[config.mk]
export PLATFORM = sky130hd
export DESIGN_NAME = sa_grant_scheduler
export DESIGN_NICKNAME = d
export VERILOG_FILES = /design/src/rtl/sa_sched_pkg.sv /design/src/rtl/sa_rr_pick.sv /design/src/rtl/sa_grant_scheduler.sv
export SDC_FILE = /design/constraint.sdc
export NUM_CORES = 1
export LEC_CHECK = 0
export CAP_MARGIN = 20
export CORE_UTILIZATION = 35
export CTS_BUF_LIST = sky130_fd_sc_hd__clkbuf_4 sky130_fd_sc_hd__clkbuf_8
export CTS_CLUSTER_DIAMETER = 80
export CTS_CLUSTER_SIZE = 10
export DETAILED_ROUTE_END_ITERATION = 10
export HOLD_SLACK_MARGIN = 0.1
export PLACE_DENSITY = 0.6
export SYNTH_ARGS = -nofsm -noshare
export SYNTH_HDL_FRONTEND = slang
export SYNTH_SLANG_ARGS = --single-unit
[constraint.sdc]
create_clock -name clk -period 3.6 [get_ports clk]
set_clock_uncertainty 0.05 [all_clocks]
set_input_delay 0.72 -clock clk [delete_from_list [all_inputs] [get_ports clk]]
set_output_delay 0.72 -clock clk [all_outputs]
set_load 0.02 [all_outputs]
[src/rtl/sa_sched_pkg.sv]
// Shared types and default sizing for the grant scheduler.
// The state enum and the requester/hold defaults live here.
package sa_sched_pkg;

    typedef enum logic [1:0] {
        IDLE    = 2'd0,
        GRANT   = 2'd1,
        RELEASE = 2'd2
    } state_e;

    localparam int N_REQ_DEF    = 5;
    localparam int MAX_HOLD_DEF = 16;

endpackage

[src/rtl/sa_rr_pick.sv]
// Round-robin priority search: first set req bit at or after ptr,
// wrapping from N_REQ-1 back to 0.
module sa_rr_pick #(
    parameter int N_REQ = 5,
    parameter int PW    = (N_REQ > 1) ? $clog2(N_REQ) : 1
) (
    input  logic [N_REQ-1:0] req,
    input  logic [PW-1:0]    ptr,
    output logic [N_REQ-1:0] onehot,
    output logic [PW-1:0]    idx,
    output logic             any
);

    logic [PW:0] pos;

    // Scan offsets from far to near so the nearest hit wins.
    always_comb begin
        onehot = '0;
        idx    = '0;
        any    = 1'b0;
        pos    = '0;
        for (int k = N_REQ - 1; k >= 0; k--) begin
            pos = {1'b0, ptr} + (PW + 1)'(k);
            if (pos >= (PW + 1)'(N_REQ)) begin
                pos = pos - (PW + 1)'(N_REQ);
            end
            if (req[pos[PW-1:0]]) begin
                onehot              = '0;
                onehot[pos[PW-1:0]] = 1'b1;
                idx                 = pos[PW-1:0];
                any                 = 1'b1;
            end
        end
    end

endmodule

[src/rtl/sa_grant_scheduler.sv]
// Round-robin resource scheduler with a bounded hold time.
// A grant ends on done or when the hold limit reclaims it.
module sa_grant_scheduler
    import sa_sched_pkg::*;
#(
    parameter int N_REQ    = N_REQ_DEF,
    parameter int MAX_HOLD = MAX_HOLD_DEF
) (
    input  logic             clk,
    input  logic             rst,
    input  logic [N_REQ-1:0] req,
    input  logic             done,
    output logic [N_REQ-1:0] gnt,
    output logic [2:0]       gnt_id,
    output logic             gnt_valid,
    output logic             timeout
);

    localparam int PW = (N_REQ > 1) ? $clog2(N_REQ) : 1;
    localparam int HW = (MAX_HOLD > 1) ? $clog2(MAX_HOLD) : 1;
    localparam logic [HW-1:0] HOLD_LAST = HW'(MAX_HOLD - 1);
    localparam logic [PW-1:0] ID_LAST   = PW'(N_REQ - 1);

    state_e           state_q, state_d;
    logic [PW-1:0]    ptr_q, ptr_d;
    logic [HW-1:0]    hold_q, hold_d;
    logic [N_REQ-1:0] gnt_q, gnt_d;
    logic [PW-1:0]    id_q, id_d;
    logic             timeout_q, timeout_d;

    logic [N_REQ-1:0] pick_onehot;
    logic [PW-1:0]    pick_idx;
    logic             pick_any;
    logic [PW-1:0]    next_ptr;

    sa_rr_pick #(
        .N_REQ (N_REQ),
        .PW    (PW)
    ) u_pick (
        .req    (req),
        .ptr    (ptr_q),
        .onehot (pick_onehot),
        .idx    (pick_idx),
        .any    (pick_any)
    );

    assign next_ptr = (id_q == ID_LAST) ? '0 : id_q + 1'b1;

    always_comb begin
        state_d   = state_q;
        ptr_d     = ptr_q;
        hold_d    = hold_q;
        gnt_d     = gnt_q;
        id_d      = id_q;
        timeout_d = 1'b0;
        unique case (state_q)
            IDLE: begin
                if (pick_any) begin
                    state_d = GRANT;
                    gnt_d   = pick_onehot;
                    id_d    = pick_idx;
                    hold_d  = '0;
                end
            end
            GRANT: begin
                // done takes priority over the hold limit.
                if (done || hold_q == HOLD_LAST) begin
                    state_d   = RELEASE;
                    gnt_d     = '0;
                    ptr_d     = next_ptr;
                    timeout_d = !done;
                end else begin
                    hold_d = hold_q + 1'b1;
                end
            end
            RELEASE: begin
                state_d = IDLE;
                hold_d  = '0;
            end
            default: begin
                state_d = IDLE;
                gnt_d   = '0;
            end
        endcase
    end

    always_ff @(posedge clk or posedge rst) begin
        if (rst) begin
            state_q   <= IDLE;
            ptr_q     <= '0;
            hold_q    <= '0;
            gnt_q     <= '0;
            id_q      <= '0;
            timeout_q <= 1'b0;
        end else begin
            state_q   <= state_d;
            ptr_q     <= ptr_d;
            hold_q    <= hold_d;
            gnt_q     <= gnt_d;
            id_q      <= id_d;
            timeout_q <= timeout_d;
        end
    end

    assign gnt       = gnt_q;
    assign gnt_id    = 3'(id_q);
    assign gnt_valid = |gnt_q;
    assign timeout   = timeout_q;

endmodule

# Word-level counts from Yosys, hierarchy flattened
# Index checks and enable logic that the tools add are counted.
# W data, S select, Z words.
[op_classes]
mul = 0
n_addsub = 11
n_shift = 0
mux = 52
div_mod_pow = 0
n_reduce_logical = 15
eq_ne = 7
magnitude_cmp = 15
bitwise = 1
[ops]
columns = ["op", "count"]
rows = [
  ["$mux W5", 7],
  ["$mux W3", 11],
  ["$lt A3 B4 Y1 const B", 5],
  ["$mux W1", 17],
  ["$ge A4 B3 Y1 const B", 4],
  ["$bmux W1 S3", 5],
  ["$demux W1 S3", 5],
  ["$ge A3 B1 Y1 const B", 5],
  ["$pmux W5 S3", 1],
  ["$sub A3 B3 Y3 const B", 5],
  ["$pmux W4 S3", 1],
  ["$add A3 B2 Y4 const B", 2],
  ["$mux W4", 2],
  ["$ne A2 B2 Y1 const B", 3],
  ["$reduce_and A2 Y1", 3],
  ["$reduce_and A3 Y1", 2],
  ["$logic_and A1 B1 Y1", 5],
  ["$reduce_or A5 Y1", 1],
  ["$add A3 B1 Y4 const B", 1],
  ["$add A3 B3 Y4 const B", 1],
  ["$add A4 B1 Y4 const B", 1],
  ["$eq A4 B4 Y1 const B", 1],
  ["$mux W2", 2],
  ["$pmux W2 S2", 1],
  ["10 further kinds", 10],
]
[totals]
latch_bits = 0
ramBits = 0
ff_bits = 18
out_inout_bits = 10
word_cells = 107
in_bits = 8
romBits = 0
mem_count = 0

# Logic depth before layout (Yosys ltp)
[depth]
word_depth = 14
depth_mapped = 13
mapped_depth_nobuf = 12

# Modules after synthesis
# From an unflattened synthesis, not the netlist that was laid out.
[hier_totals]
hier_cells = 298
hier_area_um2 = 2457.4
[modules_own_cells]
columns = ["mod", "area_per_inst_um2", "cells_each", "n_inst", "seq_area_each_um2"]
rows = [
  ["sa_rr_pick", 1567.8, 217, 1, 0.0],
  ["sa_grant_scheduler", 889.6, 81, 1, 450.4],
]

# Worst setup path after synthesis
# No wires, ideal clock.
[synth_path]
path_type = "register -> register"
startpoint = "reg ptr_q[0]"
endpoint = "reg gnt_q[2], in the netlist gnt[2]"
stages_incl_launch_ff = 14
path_buffers = 1
t_arrival_ns = 3.085
setup_slack_ns = 0.333
t_required_ns = 3.418
setup_time_ns = 0.132
period_less_slack_ns = 3.267
cell_sequence = "dfrtp_1 > buf_2 > inv_2 > ha_1 > inv_1 > fa_1 > a21oi_4 > mux2i_4 > mux2i_1 > a221oi_4 > nor4_1 > a21o_1 > a221oi_1 > mux2i_1"
[synth_via]
elab_chain_len = 14
elab_cells_between_ends = 68
classes_between = "9 x add/sub; 15 x order compare; 1 x eq/ne; 37 x mux; 6 x reduce/logical"
[synth_lines]
columns = ["element", "line", "rtl"]
rows = [
  ["start, declared", "sa_grant_scheduler.sv:25", "logic [PW-1:0] ptr_q, ptr_d;"],
  ["start signal, assigned", "sa_grant_scheduler.sv:97", "ptr_q <= ptr_d;"],
  ["$add A3 B3 Y4", "sa_rr_pick.sv:23", "pos = {1'b0, ptr} + (PW + 1)'(k);"],
  ["$ge A4 B3 Y1 or $sub A3 B3 Y3 (tied branches)", "sa_rr_pick.sv:24, sa_rr_pick.sv:25", ""],
  ["$mux W3", "sa_rr_pick.sv:24", "if (pos >= (PW + 1)'(N_REQ)) begin"],
  ["$lt A3 B4 Y1 (implied by the code) or $ge A3 B1 Y1 (tied branches)", "sa_rr_pick.sv:29", "onehot[pos[PW-1:0]] = 1'b1;"],
  ["$logic_and A1 B1 Y1 (implied by the code)", "sa_rr_pick.sv:29", ""],
  ["$mux W1 (implied by the code)", "sa_rr_pick.sv:29", ""],
  ["$demux W1 S3", "n/a", ""],
  ["$mux W5 (5 in series)", "sa_rr_pick.sv:27", "if (req[pos[PW-1:0]]) begin"],
  ["$mux W5", "sa_grant_scheduler.sv:58", "if (pick_any) begin"],
  ["$pmux W5 S3", "sa_grant_scheduler.sv:56", "unique case (state_q)"],
  ["end signal, assigned", "sa_grant_scheduler.sv:99", "gnt_q <= gnt_d;"],
  ["end, declared", "sa_grant_scheduler.sv:27", "logic [N_REQ-1:0] gnt_q, gnt_d;"],
]
# Several ways; a longest one is shown, not always the timed one. The select of a mux whose other input is x is not followed.
# A chain may end at the register's enable or synchronous reset.

# Final worst setup path
[layout_path]
startpoint = "reg ptr_q[1]"
endpoint = "reg gnt_q[4], in the netlist gnt[4]"
# Same word-level chain as after synthesis.

==> impl_metrics.tcl <==
set metrics [dict create \
    drt_wl_total_um 6760 \
    clkTransAtPathRegs_ps 70 \
    cap_violations 0 \
    drt-wirelength-per-cell_um 17.0 \
    numCtsBuffers 3 \
    cp_top_family "compound AO/OA/AOI/OAI gates" \
    use_met3_pct 3.05 \
    root_buffer "clkbuf_8" \
    drc 3 \
    register_area_um2 450 \
    yosys_register_bits 18 \
    drive_gt1_share_pct 12.8 \
    syn_inst 301 \
    cts_resized 0 \
    fmax_mhz 297 \
    setup_viol 0 \
    cp_cell_sequence "buf_4 -> fa_1 -> a21oi_4 -> mux2i_4 -> mux2i_1 -> a221oi_4 -> nand4_2 -> nand2_1 -> mux2i_1" \
    yosys-top-cells-count "nand2_1 (26), nor2_1 (20), dfrtp_1 (18), o21ai_0 (16), a21oi_1 (14)" \
    crit_slowest_cell "fa_1" \
    fill_cells 656 \
    routabilityCongestion 0.926 \
    dp_hpwl_um 5340 \
    end_kind "flop" \
    row_count 29 \
    rsz0062_at_grt "no" \
    initialDrtViolationCount 230 \
    synthArstFlopShare_pct 100 \
    worst_r2r_endpoint "gnt[4]" \
    port_buffers 17 \
    hold_violations 0 \
    finalSetupTns_ps 0 \
    grt_first_pass_wirelength_um 11200 \
    insertion_delay_ps 260 \
    first_global_vias 2129 \
    yosysMostFrequentCell "nand2_1" \
    use_met1_pct 28.9 \
    die_y_um 84.5 \
    hold_path.class "reg -> reg" \
    dieArea_um2 7130 \
    whs_path_depth 2 \
    rrSetupSlack_ps 240 \
    crit_start "ptr_q[1]" \
    ys.flop_type "dfrtp_1" \
    cp.depth 9 \
    status "complete, but fails checks" \
    multi_input_area_um2 1790 \
    grt_max_degree 25 \
    antenna_found_initial 0 \
    cts_tree "yes" \
    finalMaxSlewViolations 0 \
    start_kind "flop" \
    vias 2388 \
    die_w_um 84.5 \
    nets 343 \
    h-tree-depth 1 \
    busiest_layer "met2" \
    diodes 0 \
    max_stage_delay_ps 550 \
    grt_use_met2_pct 29.8 \
    tightest_slew_ps 707 \
    synth_top_area_share_pct 18.9 \
    period_needed_ps 3360 \
    core-area_um2 6460 \
    worst-path-buf-inv 1 \
    drtPass1Iterations 8 \
    ys_top_cells_by_area "dfrtp_1 (19%), ha_1 (6.3%), mux2i_1 (5.0%)" \
    yosysUniqueCellTypes 66 \
    ff2ff_path_depth 9 \
    synth_seq_area_share_pct 18.9 \
    avgViaCountPerCell 6.00 \
    synth_nets 322 \
    crit_fanout 9 \
    utilization_pct 42.3 \
    num_io_pins 18 \
    cts_setup_buffers 0 \
    avgSynthCellArea_um2 7.91 \
    yosysWarnings 0 \
    initial_core_util_pct 36.8 \
    track_usage_pct 19.7 \
    crit_end "gnt[4]" \
    critPathArrivalTime_ps 3500 \
    fin_crit_sh_pct 93.4 \
    cts.sinks 18 \
    synth.largest_area_cell "dfrtp_1" \
    ctsHoldBuffers 0 \
    required_ps 3740 \
    area_growth_pct 14.7 \
    timing.slew.headroom_pct 52.8 \
    violations "design-rule violations" \
    clockBufferDepth 2 \
    syn_area_um2 2380 \
    reg2reg_from "ptr_q[1]" \
    synth_edf_count 0 \
    path_common_cell "mux2i_1" \
    overflow 0 \
    crit_type "reg -> reg" \
    postRouteAntennaNets 0 \
]
-- routing by layer --
metal / vias to the layer above / routed length [µm]
li1: 1161 / -
met1: 1119 / 3320
met2: 98 / 2910
met3: 10 / 450
met4: 0 / 74
met5: - / 0
-- worst min path at each step --
stage,from,end,slack (ps)
floorplan,state_q[1],state_q[0],450
global placement,gnt[4],gnt[4],490
detailed placement,gnt[3],gnt[3],500
CTS,gnt[4],gnt[4],500
global route,gnt[3],gnt[3],530
finish,gnt[4],gnt[4],500
-- layout by cell type (no fill, tap or decap), types with 5 or more instances in the layout --
| master | count |
|---|---|
| a211oi_1 | 7 |
| a21oi_1 | 14 |
| or3_1 | 5 |
| nand2_1 | 26 |
| clkdlybuf4s50_1 | 17 |
| nand3_1 | 9 |
| nor2_1 | 20 |
| nand2b_1 | 9 |
| ha_1 | 11 |
| a31oi_1 | 8 |
| and2_1 | 6 |
| mux2i_1 | 12 |
| o21ai_0 | 16 |
| o21ai_1 | 8 |
| nor2b_1 | 8 |
| dfrtp_1 | 18 |
| nor3_1 | 11 |
| inv_1 | 12 |
| buf_4 | 14 |
-- kinds of logic (layout without fill, tap and decap cells) --
group,after synthesis,in the layout,share of synthesized area (%)
buffers and inverters,31,51,5.89
AO/OA/AOI/OAI,103,103,31.4
flip-flops,18,18,18.9
XOR/XNOR,6,6,2.52
adder cells (fa/ha/maj),13,13,7.15
AND/OR/NAND/NOR,114,114,25.2
multiplexers,16,16,8.83
-- area by class of cell --
type | count | area share, %
clock buffer | 4 | 2.02
inverter | 16 | 2.20
multi-input combinational | 252 | 65.7
sequential | 18 | 16.5
tap | 77 | 3.53
timing repair buffer | 31 | 10.1
-- through the flow --
| step | instance area, µm² | setup slack (ps) | hold WS, ps | instances |
|---|---|---|---|---|
| floorplan | 2380 | 333 | 449 | 301 |
| global placement | 2670 | 360 | 485 | 394 |
| detailed placement | 2670 | 302 | 495 | 394 |
| CTS | 2730 | 273 | 504 | 398 |
| global route | 2730 | 2.79 | 526 | 398 |
| finish | 2730 | 238 | 497 | 398 |
-- state kept, by name, summed over array words and instances, names as in the netlist --
register / flops
timeout: 1
hold_q: 4
gnt: 5
ptr_q: 3
gnt_id: 3
state_q: 2
-- worst reg2reg max path: stages (launching register included) --
cell      delay, ps
dfrtp_1         410
buf_4           190
fa_1            550
a21oi_4         290
mux2i_4         350
mux2i_1         190
a221oi_4        520
nand4_2         290
nand2_1         250
mux2i_1         200
Power is left out: the tool's default activity adds up to more than one toggle a clock period on the data nets, which glitch-free logic cannot reach.
